===== config.mk =====
export PLATFORM = sky130hd
export DESIGN_NAME = pipelined_instr_decoder
export DESIGN_NICKNAME = d
export VERILOG_FILES = /design/src/rtl/pipelined_instr_decoder.sv
export SDC_FILE = /design/constraint.sdc
export NUM_CORES = 1
export LEC_CHECK = 0
export BUFFER_PORTS_ARGS = -buffer_cell sky130_fd_sc_hd__buf_2
export CORE_ASPECT_RATIO = 0.8
export CORE_MARGIN = 3
export CORE_UTILIZATION = 33
export DETAILED_ROUTE_END_ITERATION = 7
export PLACE_DENSITY = 0.66
export SETUP_SLACK_MARGIN = 0.2
export SLEW_MARGIN = 40
export SYNTH_ARGS = -nofsm -noshare
export SYNTH_HDL_FRONTEND = slang
export SYNTH_SLANG_ARGS = --single-unit

===== constraint.sdc =====
create_clock -name clk -period 2.7 [get_ports clk]
set_input_delay 0.27 -clock clk [delete_from_list [all_inputs] [get_ports clk]]
set_output_delay 0.27 -clock clk [all_outputs]
set_load 0.005 [all_outputs]

===== src/rtl/pipelined_instr_decoder.sv =====
// Registered instruction decoder: slices raw instructions into fields, flags
// illegal opcodes and buffers decoded records in a DEPTH-entry output FIFO.
`timescale 1ns/1ps
module pipelined_instr_decoder #(
  parameter int unsigned IW      = 16,
  parameter int unsigned OPW     = 5,
  parameter int unsigned RW      = 3,
  parameter int unsigned DMW     = 4,
  parameter int unsigned IMW     = 6,
  parameter int unsigned SRW     = 3,
  parameter int unsigned NUM_OPS = 24,
  parameter int unsigned DEPTH   = 2,
  parameter int unsigned CNTW    = 16
) (
  input  logic            clk,
  input  logic            rst,
  input  logic            in_valid,
  output logic            in_ready,
  input  logic [IW-1:0]   in_instr,
  input  logic            flush,
  output logic            out_valid,
  input  logic            out_ready,
  output logic [OPW-1:0]  opcode,
  output logic            addressing_mode,
  output logic [RW-1:0]   rd,
  output logic [RW-1:0]   rs1,
  output logic [RW-1:0]   rs2,
  output logic [DMW-1:0]  data_mem,
  output logic [IMW-1:0]  instruction_mem,
  output logic [SRW-1:0]  s_r_amount,
  output logic            illegal,
  output logic [CNTW-1:0] decode_count
);

  localparam int unsigned AW     = (DEPTH > 1) ? $clog2(DEPTH) : 1;
  localparam int unsigned PW     = AW + 1;
  localparam int unsigned MODE_B = IW - OPW - 1;
  localparam int unsigned RD_HI  = MODE_B - 1;
  localparam int unsigned RS1_HI = RD_HI - RW;
  localparam int unsigned RS2_HI = RS1_HI - RW;

  // Reject field layouts that do not fit the instruction and non-power-of-two depths.
  if ((OPW + 1 + 3 * RW > IW) || (DMW > IW) || (IMW > IW) || (SRW > IW) ||
      (DEPTH < 2) || ((DEPTH & (DEPTH - 1)) != 0)) begin : g_bad_params
    $error("pipelined_instr_decoder: invalid parameter combination");
  end

  typedef struct packed {
    logic [OPW-1:0] opcode;
    logic           mode;
    logic [RW-1:0]  rd;
    logic [RW-1:0]  rs1;
    logic [RW-1:0]  rs2;
    logic [DMW-1:0] data_mem;
    logic [IMW-1:0] instruction_mem;
    logic [SRW-1:0] s_r_amount;
    logic           illegal;
  } rec_t;

  rec_t          dec;
  rec_t          head;
  rec_t          mem [DEPTH];
  logic [PW-1:0] wr_ptr;
  logic [PW-1:0] rd_ptr;
  logic          empty;
  logic          full;
  logic          push;
  logic          pop;

  // Combinational field extraction from the incoming instruction.
  always_comb begin
    dec                 = '0;
    dec.opcode          = in_instr[IW-1 -: OPW];
    dec.mode            = in_instr[MODE_B];
    dec.rd              = in_instr[RD_HI -: RW];
    dec.rs1             = in_instr[RS1_HI -: RW];
    dec.rs2             = in_instr[RS2_HI -: RW];
    dec.data_mem        = in_instr[DMW-1:0];
    dec.instruction_mem = in_instr[IMW-1:0];
    dec.s_r_amount      = in_instr[SRW-1:0];
    dec.illegal         = 32'(dec.opcode) >= NUM_OPS;
  end

  // Extra pointer bit distinguishes full from empty.
  assign empty     = (wr_ptr == rd_ptr);
  assign full      = (wr_ptr[AW] != rd_ptr[AW]) && (wr_ptr[AW-1:0] == rd_ptr[AW-1:0]);
  assign in_ready  = !full && !rst;
  assign out_valid = !empty;
  assign push      = in_valid && in_ready && !flush;
  assign pop       = out_valid && out_ready && !flush;

  always_ff @(posedge clk or posedge rst) begin
    if (rst) begin
      wr_ptr       <= '0;
      rd_ptr       <= '0;
      decode_count <= '0;
    end else begin
      if (flush) begin
        wr_ptr <= '0;
        rd_ptr <= '0;
      end else begin
        if (push) wr_ptr <= wr_ptr + PW'(1);
        if (pop)  rd_ptr <= rd_ptr + PW'(1);
      end
      if (push) decode_count <= decode_count + CNTW'(1);
    end
  end

  // Storage needs no reset: every read is gated by out_valid.
  always_ff @(posedge clk) begin
    if (push) mem[wr_ptr[AW-1:0]] <= dec;
  end

  assign head            = out_valid ? mem[rd_ptr[AW-1:0]] : '0;
  assign opcode          = head.opcode;
  assign addressing_mode = head.mode;
  assign rd              = head.rd;
  assign rs1             = head.rs1;
  assign rs2             = head.rs2;
  assign data_mem        = head.data_mem;
  assign instruction_mem = head.instruction_mem;
  assign s_r_amount      = head.s_r_amount;
  assign illegal         = head.illegal;

endmodule

[Word level (Yosys, flattened, before mapping)]
Memories as Yosys holds them, arrays and structs flattened.
Cells that the tools add are included.
Storage, ports and cells
  word-level logic and storage cells: 30
  output and inout port bits: 47
  flip-flop bits (word level): 20
  memories kept: 1
  memory bits (writable): 58
Memories
  mem: words 2, bits a word 29, rd ports 1, clocked after Yosys merged registers in 0, wr ports 1, RTL line 62  | rec_t mem [DEPTH];
Operators by class
  reduce and logical (&&, ||, !) cells: 12
  add/subtract/negate cells: 3
  multiplexer cells: 7
  equal/unequal tests: 3
  order comparisons: 1
Operator list (count)
  29-bit two-way mux: 1
  16-bit by 1-bit adder with 16-bit output, second input constant: 1
  2-bit two-way mux: 4
  1-bit logical AND: 6
  5-bit greater-or-equal comparator, second input constant: 1
  2-bit by 1-bit adder with 2-bit output, second input constant: 2
  1-bit zero test: 4
  2-bit nonzero test: 2
  2-bit == test: 1
  1-bit two-way mux: 2
  1-bit == test: 1
  1-bit inequality test: 1

[Logic depth before layout (Yosys ltp)]
  word-level depth: 8
  mapped depth: 6
  depth with buffers taken out: 4

[Worst setup path after synthesis]
OpenSTA, ideal clock, no wires.
  path type: reg-to-reg
  start: reg wr_ptr[0]
  end: mem mem[0][0] in the netlist's numbering, enable pin
  period minus slack after synthesis: 2.116 ns
  cell stages (with the launch flop): 5
  data arrival time: 1.726 ns
  setup slack: 0.584 ns
  required time: 2.310 ns
  path through: dfrtp_1 buf_4 xnor2_2 a21o_2 nor2_1
Between the ends
  cells in the longest elaborated chain, start to end: 8
RTL lines
  from (decl): RTL line 63  | logic [PW-1:0] wr_ptr;
  from (signal assigned): RTL line 102  | if (push) wr_ptr <= wr_ptr + PW'(1);
  1-bit == test: RTL line 86  | assign full = (wr_ptr[AW] != rd_ptr[AW]) && (wr_ptr[AW-1:0] == rd_ptr[AW-1:0]);
  1-bit logical AND: RTL line 86
  1-bit zero test: RTL line 87  | assign in_ready = !full && !rst;
  1-bit logical AND: RTL line 87
  1-bit logical AND (2 in series): RTL line 89  | assign push = in_valid && in_ready && !flush;
  1-bit two-way mux: RTL line 111  | if (push) mem[wr_ptr[AW-1:0]] <= dec;
  1-bit two-way mux (implied by the code): RTL line 111
  to (decl): RTL line 62
Several ways; a longest one is shown, not always the timed one.

[Final worst setup path]
  start: reg rd_ptr[1]
  end: out instruction_mem[2]
Between the ends
  cells in the longest elaborated chain, start to end: 2
RTL lines
  from (decl): RTL line 64  | logic [PW-1:0] rd_ptr;
  from (signal assigned): RTL line 103  | if (pop) rd_ptr <= rd_ptr + PW'(1);
  2-bit == test: RTL line 85  | assign empty = (wr_ptr == rd_ptr);
  29-bit two-way mux: RTL line 114  | assign head = out_valid ? mem[rd_ptr[AW-1:0]] : '0;
  to (decl): RTL line 29  | output logic [IMW-1:0] instruction_mem,
No other way between the ends.

==> summary.log <==
[outcome] status finished, violations left
[outcome] failing checks negative hold slack
[detailed_routing] detailed-route via count 1460
[cts] number of buffers inserted for hold repair after clock tree synthesis 0
[placed_design] Routability Congestion 0.723
[global_routing] global route total overflow 0
[critical_path] required time of the critical path 2430 ps
[placed_design] IO buf count 67
[layout] number of fill cells in the layout 619
[timing] Relative slew margins 0.530
[synth] sequential share of the synthesized area 0.644
[global_routing] via count of the first global-routing pass 1405
[placed_design] Cells after DPL 310
[synth] post-synth top area share 0.432
[synth] number of warnings issued by yosys 0
[detailed_routing] final WL 4.29 mm
[synth] synth top area cells sky130_fd_sc_hd__edfxtp_1, sky130_fd_sc_hd__dfrtp_1, sky130_fd_sc_hd__mux2i_1, sky130_fd_sc_hd__xnor2_1, sky130_fd_sc_hd__buf_4
[synth] nets in the synthesized netlist 194
[cts] CTS root buf sky130_fd_sc_hd__clkbuf_8
[detailed_routing] router iterations before antenna repair 4
[power_and_ir_drop] power density normalized to cell area 652 nW/µm²
[critical_path] CP max stage delay 610 ps
[global_routing] pin count of the biggest net entering global routing 21
[critical_path] CP Cell Sequence xor2_2 -> nor2_2 -> nor2_1 -> buf_2
[timing] number of failing setup endpoints in the final timing report 0
[critical_path] Data arrival, critical path 1960 ps
[layout] sequential cell area in the final layout 1520 µm²
[cts] clock transition at the registers of the reported paths 100 ps
[critical_path] Largest delay share family, worst path simple AND/OR/NAND/NOR gates
[critical_path] highest net fanout along the worst path 18
[synth] average size of a mapped cell 13.7 µm²
[floorplan] Row Count 26
[global_routing] initial antenna violation count 0
[timing] Final Hold Violating Endpoints 20
[cts] # H-tree levels 2
[detailed_routing] via-per-instance ratio 4.59
[critical_path] critical path class reg2out
[critical_path] cell at the slowest stage of the critical path sky130_fd_sc_hd__nor2_2
[floorplan] initial core utilization 0.354
[timing] final slew viol count 0
[critical_path] Worst Setup Start Kind flip-flop
[timing] part of the cycle the worst path needs 0.825
[cts] insertion delay of the later-clocked pin in the worst-skew pair 300 ps
[detailed_routing] number of routed nets with antenna violations 0
[floorplan] core box area 6670 µm²
[timing] Fmax 449 MHz
[cts] count of clock tree sinks 54
[cts] buffer levels on the longest clock path 2
[timing] final critical delay including setup and external delays 2230 ps
[layout] post-synthesis to final-layout area growth 18.7%
[floorplan] Horiz. Die Dim 101 µm
[critical_path] number of buffers and inverters on the critical path 1
[cts] count of instances resized after the clock tree is built 0
[power_and_ir_drop] VDD IR-drop max 403 µV
[synth] biggest area consumer among synthesized cells sky130_fd_sc_hd__edfxtp_1
[global_routing] global-route wire length before repair 6.82 mm
[power_and_ir_drop] reported leakage power 1.19 nW
[cts] post-CTS setup buffers 0
[detailed_routing] remaining design rule violation count 0
[timing] Final TNS setup 0 ps
[cts] clock buffer count from CTS 5
[synth] post-synthesis sequential element count 54
[run] number of violations of the max-capacitance limit 0
[layout] layout cells sized above 1 0.368
[floorplan] number of top-level design ports 68
[worst_hold_path] path class of the lowest-slack min-delay path in2async
[global_routing] gr usage total 0.108
[placed_design] post-detail-place hpwl 3.15 mm
[layout] number of nets at the end of the flow 255
[floorplan] die height 81.7 µm
[layout] ANT cells 0
[timing] transition time at the pin with the least slew margin 705 ps
[synth] post-synthesis instance total 172
[timing] unrepaired setup endpoints after global routing no
[synth] Unique masters post-synth 30
[timing] setup skew after layout 13.4 ps
[detailed_routing] routed len/inst 13.5 µm
[detailed_routing] Detailed Route Iter0 Violations 48
[layout] area of combinational cells with multiple inputs 722 µm²
[cts] TritonCTS clock tree done
[floorplan] area enclosed by the die boundary 8220 µm²
[power_and_ir_drop] post-route total power 1.83 mW
[layout] count of non-filler cells in the finished layout 318
[timing] Hold Worst Slack -25.8 ps
[critical_path] element type at the critical path end primary output
[synth] summed instance area of the synthesized netlist 2360 µm²
## synthesized netlist by cell type, drive strengths merged
cell,instances
and4,2
a21o,1
nand3,8
xnor2,15
clkbuf,1
a21oi,2
inv,3
edfxtp,34
a2111oi,1
o21ai,2
and3,1
buf,15
nand4,5
a211oi,2
dfrtp,20
ha,1
o211ai,1
or3b,1
nand2,7
a211o,1
and2,2
nor3,1
mux2i,17
xor2,6
nor2,23
## cell type report
class,count,share of cell area
Multi-Input combinational cell,99,0.257
Timing Repair Buffer,70,0.128
Clock inverter,3,0.00713
Tap cell,84,0.0374
Inverter,3,0.00401
Sequential cell,54,0.542
Clock buffer,5,0.0245
## cells by family after synthesis
logic type	Yosys count	share of synthesized area
compound gates	10	0.0429
xor+xnor	21	0.0842
fa+ha+maj	1	0.00529
buf+inv	19	0.0519
flops	54	0.644
mux	17	0.0720
simple gates	50	0.100
## worst register-to-register path: cells and delay by family (launching register included)
kind | cells | cell delay [ps]
compound gates | 1 | 360
xor+xnor | 1 | 200
buf+inv | 2 | 590
flops | 1 | 370
simple gates | 1 | 180
## cell usage in the layout, fill, tap and decap left out, drive strengths merged
cell / netlist / layout
and4: 2 / 2
nand3: 8 / 8
nor3: 1 / 1
buf: 15 / 70
clkbuf: 1 / 5
dfrtp: 20 / 20
mux2i: 17 / 17
and2: 2 / 2
a2111oi: 1 / 1
clkinvlp: 0 / 1
or3b: 1 / 1
and3: 1 / 1
inv: 3 / 4
o21ai: 2 / 2
xor2: 6 / 6
a211oi: 2 / 2
o211ai: 1 / 1
clkinv: 0 / 1
a21oi: 2 / 2
nor2: 23 / 23
ha: 1 / 1
a211o: 1 / 1
a21o: 1 / 1
edfxtp: 34 / 34
nand4: 5 / 5
nand2: 7 / 7
xnor2: 15 / 15
## through the flow
step	instance area, µm²	utilization	hold WS, ps	worst slack [ps]
2_1_floorplan	2360	-	234	584
3_3_place_gp	2720	0.407	458	418
3_5_place_dp	2720	0.408	465	681
4_1_cts	2810	0.421	142	378
5_1_grt	2810	0.421	10.4	267
6_report	2810	0.421	-25.8	472
## routing by layer
layer | vias up | global-route usage | wire, µm
met5 | - | 0 | 0
met4 | 0 | 0.0404 | 49
met2 | 37 | 0.184 | 2170
met1 | 705 | 0.133 | 1860
met3 | 4 | 0.0263 | 209
li1 | 714 | - | -
## final timing paths
check	cells past startpoint	end	start	slack [ps]
setup / recovery	4	instruction_mem[2]	rd_ptr[1]	470
min in group clk	1	mem[0][18]	in_instr[5]	150
max in group asynchronous	2	rd_ptr[0]	rst	2430
hold / removal	2	decode_count[13]	rst	-30
hold reg to reg	1	decode_count[15]	decode_count[15]	480
setup reg to reg	5	mem[1][23]	rd_ptr[0]	690
## power by group
part	switching (mW)	total [mW]	internal, mW
Combinational	0.212	0.394	0.182
Sequential	0.0657	0.997	0.931
Clock	0.255	0.438	0.183
Total	0.533	1.83	1.30
## flip-flops by register name, indices dropped and copies added, names as in the netlist
name,count
decode_count,16
mem,34
wr_ptr,2
rd_ptr,2
Power figures use the tool's default switching activity.
